### src/rtl/desired_drive_seq.sv
// rtl/desired_drive_seq.sv - sequenced eBike assist-current computation on one shared multiplier
module desired_drive_seq #(
    parameter logic [11:0] TORQUE_MIN = 12'h380
) (
    input  logic        clk_i,
    input  logic        rst_i,
    input  logic        start_i,
    input  logic [11:0] avg_torque_i,
    input  logic [4:0]  cadence_i,
    input  logic        not_pedaling_i,
    input  logic [12:0] incline_i,
    input  logic [2:0]  scale_i,
    output logic        busy_o,
    output logic        done_o,
    output logic [11:0] target_curr_o
);

    typedef enum logic [2:0] {
        IDLE = 3'd0,
        FACT = 3'd1,
        MUL1 = 3'd2,
        MUL2 = 3'd3,
        MUL3 = 3'd4,
        OUT  = 3'd5
    } state_t;

    state_t state_q, state_d;

    // Inputs captured on an accepted start; only these are used afterwards.
    logic [11:0]        avg_torque_q;
    logic [4:0]         cadence_q;
    logic               not_pedaling_q;
    logic signed [12:0] incline_q;
    logic [2:0]         scale_q;

    // Derived factors, registered in FACT.
    logic [11:0] torque_pos_q, torque_pos_d;
    logic [8:0]  incline_lim_q, incline_lim_d;
    logic [5:0]  cadence_factor_q, cadence_factor_d;

    logic [29:0] acc_q, acc_d;
    logic [11:0] target_q, target_d;
    logic        done_q;

    logic signed [9:0] incline_sat;
    logic [10:0]       incline_factor;
    logic [12:0]       torque_diff;

    logic [26:0] mul_a;
    logic [8:0]  mul_b;
    logic [29:0] mul_p;

    // Factor derivation from the captured inputs.
    always_comb begin
        if (incline_q > 13'sd511) begin
            incline_sat = 10'sh1FF;
        end else if (incline_q < -13'sd512) begin
            incline_sat = 10'sh200;
        end else begin
            incline_sat = incline_q[9:0];
        end

        incline_factor = {incline_sat[9], incline_sat} + 11'd256;

        if (incline_factor[10]) begin
            incline_lim_d = 9'd0;
        end else if (incline_factor[9]) begin
            incline_lim_d = 9'd511;
        end else begin
            incline_lim_d = incline_factor[8:0];
        end

        if (cadence_q > 5'd1) begin
            cadence_factor_d = {1'b0, cadence_q} + 6'd32;
        end else begin
            cadence_factor_d = 6'd0;
        end

        torque_diff = {1'b0, avg_torque_q} - {1'b0, TORQUE_MIN};
        torque_pos_d = torque_diff[12] ? 12'd0 : torque_diff[11:0];
    end

    // Operand selection for the shared multiplier; the product never exceeds 30 bits.
    always_comb begin
        mul_a = 27'd0;
        mul_b = 9'd0;
        case (state_q)
            MUL1: begin
                mul_a = {15'd0, torque_pos_q};
                mul_b = incline_lim_q;
            end
            MUL2: begin
                mul_a = acc_q[26:0];
                mul_b = {3'd0, cadence_factor_q};
            end
            MUL3: begin
                mul_a = acc_q[26:0];
                mul_b = {6'd0, scale_q};
            end
            default: begin
                mul_a = 27'd0;
                mul_b = 9'd0;
            end
        endcase
        mul_p = {3'd0, mul_a} * {21'd0, mul_b};
    end

    // Next-state, accumulator and result selection.
    always_comb begin
        state_d  = state_q;
        acc_d    = acc_q;
        target_d = target_q;
        case (state_q)
            IDLE: begin
                if (start_i) begin
                    state_d = FACT;
                end
            end
            FACT: begin
                if (not_pedaling_q) begin
                    acc_d   = 30'd0;
                    state_d = OUT;
                end else begin
                    state_d = MUL1;
                end
            end
            MUL1: begin
                acc_d   = mul_p;
                state_d = MUL2;
            end
            MUL2: begin
                acc_d   = mul_p;
                state_d = MUL3;
            end
            MUL3: begin
                acc_d   = mul_p;
                state_d = OUT;
            end
            OUT: begin
                target_d = (|acc_q[29:27]) ? 12'hFFF : acc_q[26:15];
                state_d  = IDLE;
            end
            default: begin
                state_d = IDLE;
            end
        endcase
    end

    // State, datapath registers and the registered done pulse.
    always_ff @(posedge clk_i) begin
        if (rst_i) begin
            state_q          <= IDLE;
            acc_q            <= 30'd0;
            target_q         <= 12'd0;
            done_q           <= 1'b0;
            avg_torque_q     <= 12'd0;
            cadence_q        <= 5'd0;
            not_pedaling_q   <= 1'b0;
            incline_q        <= 13'sd0;
            scale_q          <= 3'd0;
            torque_pos_q     <= 12'd0;
            incline_lim_q    <= 9'd0;
            cadence_factor_q <= 6'd0;
        end else begin
            state_q  <= state_d;
            acc_q    <= acc_d;
            target_q <= target_d;
            done_q   <= (state_q == OUT);
            if (state_q == IDLE && start_i) begin
                avg_torque_q   <= avg_torque_i;
                cadence_q      <= cadence_i;
                not_pedaling_q <= not_pedaling_i;
                incline_q      <= incline_i;
                scale_q        <= scale_i;
            end
            if (state_q == FACT) begin
                torque_pos_q     <= torque_pos_d;
                incline_lim_q    <= incline_lim_d;
                cadence_factor_q <= cadence_factor_d;
            end
        end
    end

    assign busy_o        = (state_q != IDLE);
    assign done_o        = done_q;
    assign target_curr_o = target_q;

endmodule

### config.mk
export PLATFORM = sky130hd
export DESIGN_NAME = desired_drive_seq
export DESIGN_NICKNAME = d
export VERILOG_FILES = /design/src/rtl/desired_drive_seq.sv
export SDC_FILE = /design/constraint.sdc
export NUM_CORES = 1
export LEC_CHECK = 0
export CAP_MARGIN = 20
export CORE_ASPECT_RATIO = 0.75
export CORE_MARGIN = 2
export CORE_UTILIZATION = 30
export DETAILED_ROUTE_END_ITERATION = 8
export GPL_ROUTABILITY_DRIVEN = 0
export PLACE_DENSITY = 0.45
export REMOVE_ABC_BUFFERS = 1
export SLEW_MARGIN = 20
export SYNTH_ARGS = -nofsm -noshare
export SYNTH_HDL_FRONTEND = slang
export SYNTH_SLANG_ARGS = --single-unit
export TNS_END_PERCENT = 50
### constraint.sdc
create_clock -name clk_i -period 8.46 [get_ports clk_i]
set_clock_uncertainty 0.2 [all_clocks]
set_input_delay 2.538 -clock clk_i [delete_from_list [all_inputs] [get_ports clk_i]]
set_output_delay 2.538 -clock clk_i [all_outputs]
set_load 0.03 [all_outputs]
==> impl_metrics.tcl <==
set metrics [dict create \
    synth.yosys.seq_area_share 0.204 \
    grt_setup_unrepaired "no" \
    tritoncts_num_sinks 107 \
    worst_r2r_startpoint "state_q[0]" \
    post-layout-total-power_mw 1.49 \
    grt_pass1_vias 8835 \
    fmaxAchievable_mhz 144 \
    die_x_um 220 \
    synth.avg_cell_area_um2 8.28 \
    io_buffer_count 50 \
    hp-start "acc_q[29]" \
    ant_nets 0 \
    final_period_minus_worst_setup_slack_ps 6950 \
    worst_setup_path_startpoint "state_q[0]" \
    timing.max_cap.violations 0 \
    core.rowCount 59 \
    mostFrequentLayoutCell "sky130_fd_sc_hd__inv_1" \
    grt.overflow.total 0 \
    detail_route.wl_per_cell_um 17.0 \
    timing_hold_violations_final 0 \
    n_diodes 0 \
    mostFrequentLayoutCells "sky130_fd_sc_hd__inv_1 (188), sky130_fd_sc_hd__nor2_1 (163), sky130_fd_sc_hd__fa_1 (163)" \
    timing.critical_path.from_type "flop" \
    tightest_slew_ps 1130 \
    slew_headroom 0.248 \
    worst_setup_path_endpoint "acc_q[22]" \
    post-cts-setup-buffer-count 0 \
    worstSetupPathDepth 19 \
    ir_worst_vdd_mv 0.110 \
    cts_hold_buf 0 \
    max-clock-path-buffers 2 \
    clock_latency_ps 380 \
    die_height_um 166 \
    grt_start_max_net_pins 85 \
    wire_length_of_the_first_global_routing_pass_um 49700 \
    die_area_um2 36500 \
    post_route_cells_drive_above_1_share 0.0396 \
    worst_hold_path_type "flop to flop" \
    boundaryPins 51 \
    totalNegativeSetupSlack_ps 0 \
    synthesis.yosys.warnings 0 \
    leak_nw 5.25 \
    async_reset_ff_frac 0 \
    root_buffer "sky130_fd_sc_hd__clkbuf_16" \
    remaining_drc_errors 0 \
    crit_path_top_delay_cell "sky130_fd_sc_hd__nand2_1" \
    growth_of_design_area_from_synthesis_to_finish_pct 13.5 \
    syn_area_um2 10500 \
    wirelength_um 30200 \
    grt_util_met1 0.274 \
    start_util 0.304 \
    power-per-cell-area_nw_per_um2 125 \
    coreArea_um2 34500 \
    timing.critical_path.mode_cell "sky130_fd_sc_hd__fa_1" \
    critical_path_arrival_ps 7040 \
    gr-usage-met2 0.242 \
    critical_path_buf_inv_count 2 \
    cts_resized 0 \
    cts.reportedPaths.clkPinSlew_ps 100 \
    global_route.usage.total 0.176 \
    cts_max_level 3 \
    cts_tree "yes" \
    synthDistinctLibCells 53 \
    number_of_enable_flip_flop_cells_after_synthesis 0 \
    rr_endpoint "acc_q[22]" \
    vias_per_cell 4.77 \
    drt-initial-drc-count 561 \
    synthesis.instances 1266 \
    report.final.slew_viol_count 0 \
    drt_pre_antenna_iters 5 \
    worst_ep_required_time_ps 8550 \
    synth-main-ff-cell "sky130_fd_sc_hd__dfxtp_1" \
    timing.critical_path.slowest_cell_delay_ps 590 \
    path_max_fanout 17 \
    detailroute.via_count 8442 \
    dpl.hpwl_um 23600 \
    crit_type "flop to flop" \
    crit_path_end_kind "flop" \
    fin_crit_sh 0.822 \
    top_usage_layer "met1" \
    ff2ff_path_depth 19 \
    met3_usage 0.0452 \
    number_of_buffers_created_by_cts 9 \
    finalNetCount 1549 \
    timing.final.setup_violations 0 \
    result_of_the_run "finished clean" \
    r2r_setup_slack_ps 1510 \
    number_of_storage_elements_in_the_synthesis_netlist 107 \
    critPathTopFamily "adder cells" \
    grt_antenna_before_repair 0 \
    worstPathCellList "nand2b_1 > nor2_2 > nand2_1 > nor2_1 > fa_1 > fa_1 > fa_1 > inv_1 > fa_1 > inv_1 > ha_1 > o21a_1 > o21ai_0 > a21oi_2 > a221o_2 > a31o_1 > a21o_1 > a211o_1 > a32o_1" \
]
==> state kept, by name (all words and copies together) (netlist names) <==
name and flops:
cadence_q 5, incline_q 13, scale_q 3, cadence_factor_q 6, avg_torque_q 12, torque_pos_q 12
not_pedaling_q 1, acc_q 30, state_q 3, incline_lim_q 9, done_o 1, target_curr_o 12
==> cells by family after synthesis <==
family                     Yosys count  share of synthesized area
adders and majority gates          204                      0.360
DFF                                107                      0.204
muxes                                4                    0.00418
xor gates and xnor gates            29                     0.0242
buffers and inverters              251                     0.0900
other                                2                   0.000716
and+or+nand+nor                    464                      0.189
AOI/OAI and AO/OA                  205                      0.128
==> power by group <==
part	switching [mW]	internal, mW	total, mW
registers	0.0505	0.544	0.594
logic	0.265	0.154	0.420
clock network	0.253	0.221	0.473
total	0.568	0.919	1.49
==> layout make-up <==
type	instances	area (um2)
Tap cell	457	572
Sequential cell	107	2140
Inverter	188	706
Multi-Input combinational cell	936	7530
Clock inverter	7	101
Timing Repair Buffer	66	626
Fill cell	3674	22700
Clock buffer	9	225
==> worst reg2reg max path, stage by stage (launching register included) <==
cell and delay (ps):
sky130_fd_sc_hd__dfxtp_1 480, sky130_fd_sc_hd__nand2b_1 280, sky130_fd_sc_hd__nor2_2 550, sky130_fd_sc_hd__nand2_1 590, sky130_fd_sc_hd__nor2_1 300, sky130_fd_sc_hd__fa_1 460
sky130_fd_sc_hd__fa_1 560, sky130_fd_sc_hd__fa_1 560, sky130_fd_sc_hd__inv_1 60, sky130_fd_sc_hd__fa_1 530, sky130_fd_sc_hd__inv_1 40, sky130_fd_sc_hd__ha_1 340
sky130_fd_sc_hd__o21a_1 180, sky130_fd_sc_hd__o21ai_0 190, sky130_fd_sc_hd__a21oi_2 80, sky130_fd_sc_hd__a221o_2 500, sky130_fd_sc_hd__a31o_1 270, sky130_fd_sc_hd__a21o_1 180
sky130_fd_sc_hd__a211o_1 280, sky130_fd_sc_hd__a32o_1 250
==> stage by stage <==
step / worst slack, ps / cells / hold slack [ps] / cell area (um2) / util
2_1_floorplan: 852 / 1231 / 226 / 10400 / -
3_3_place_gp: 1610 / 1753 / 245 / 11600 / 0.334
3_5_place_dp: 1540 / 1754 / 245 / 11600 / 0.335
4_1_cts: 1550 / 1770 / 258 / 11900 / 0.344
5_1_grt: 1070 / 1770 / 278 / 11900 / 0.344
6_report: 1510 / 1770 / 254 / 11900 / 0.344
==> worst min path at each step <==
stage / endpoint / slack (ps) / cells after the start
after global placement: cadence_factor_q[4] / 240 / 2
after detailed placement: acc_q[29] / 250 / 2
after CTS: acc_q[29] / 260 / 2
after floorplan: acc_q[29] / 230 / 2
final: acc_q[29] / 250 / 2
after global routing: incline_q[6] / 280 / 2
==> Yosys cell counts, types with 3 or more instances <==
cell                       count  area (um2)
sky130_fd_sc_hd__and3_1        3        18.8
sky130_fd_sc_hd__clkbuf_1     56         210
sky130_fd_sc_hd__o21a_1        3        22.5
sky130_fd_sc_hd__nand2_1     163         612
sky130_fd_sc_hd__a21oi_1      86         430
sky130_fd_sc_hd__and2_1       18         113
sky130_fd_sc_hd__inv_1       188         706
sky130_fd_sc_hd__nand2b_1      8        50.1
sky130_fd_sc_hd__nand3_1      61         305
sky130_fd_sc_hd__or3_1         3        18.8
sky130_fd_sc_hd__mux2_2        3        33.8
sky130_fd_sc_hd__a22o_1       16         140
sky130_fd_sc_hd__buf_1         6        22.5
sky130_fd_sc_hd__o21ai_1      13        65.1
sky130_fd_sc_hd__a211oi_1      4        30.0
sky130_fd_sc_hd__nor2_1      164         616
sky130_fd_sc_hd__a211o_1       4        35.0
sky130_fd_sc_hd__dfxtp_1     107        2140
sky130_fd_sc_hd__xnor2_1      15         131
sky130_fd_sc_hd__nor3_1       27         135
sky130_fd_sc_hd__a22oi_1      41         308
sky130_fd_sc_hd__nor2b_1       5        31.3
sky130_fd_sc_hd__xor2_1       14         123
sky130_fd_sc_hd__o211ai_1      6        45.0
sky130_fd_sc_hd__o21ai_0      13        65.1
sky130_fd_sc_hd__nand4_1       3        18.8
sky130_fd_sc_hd__fa_1        163        3260
sky130_fd_sc_hd__ha_1         41         513
==> routing by layer <==
metal | vias to the layer above | wire length [um]
met4 | 0 | 403
met3 | 24 | 2020
met5 | - | 0
li1 | 4083 | -
met1 | 4113 | 15600
met2 | 222 | 12100
No activity file was read; power rests on OpenSTA's default activity.
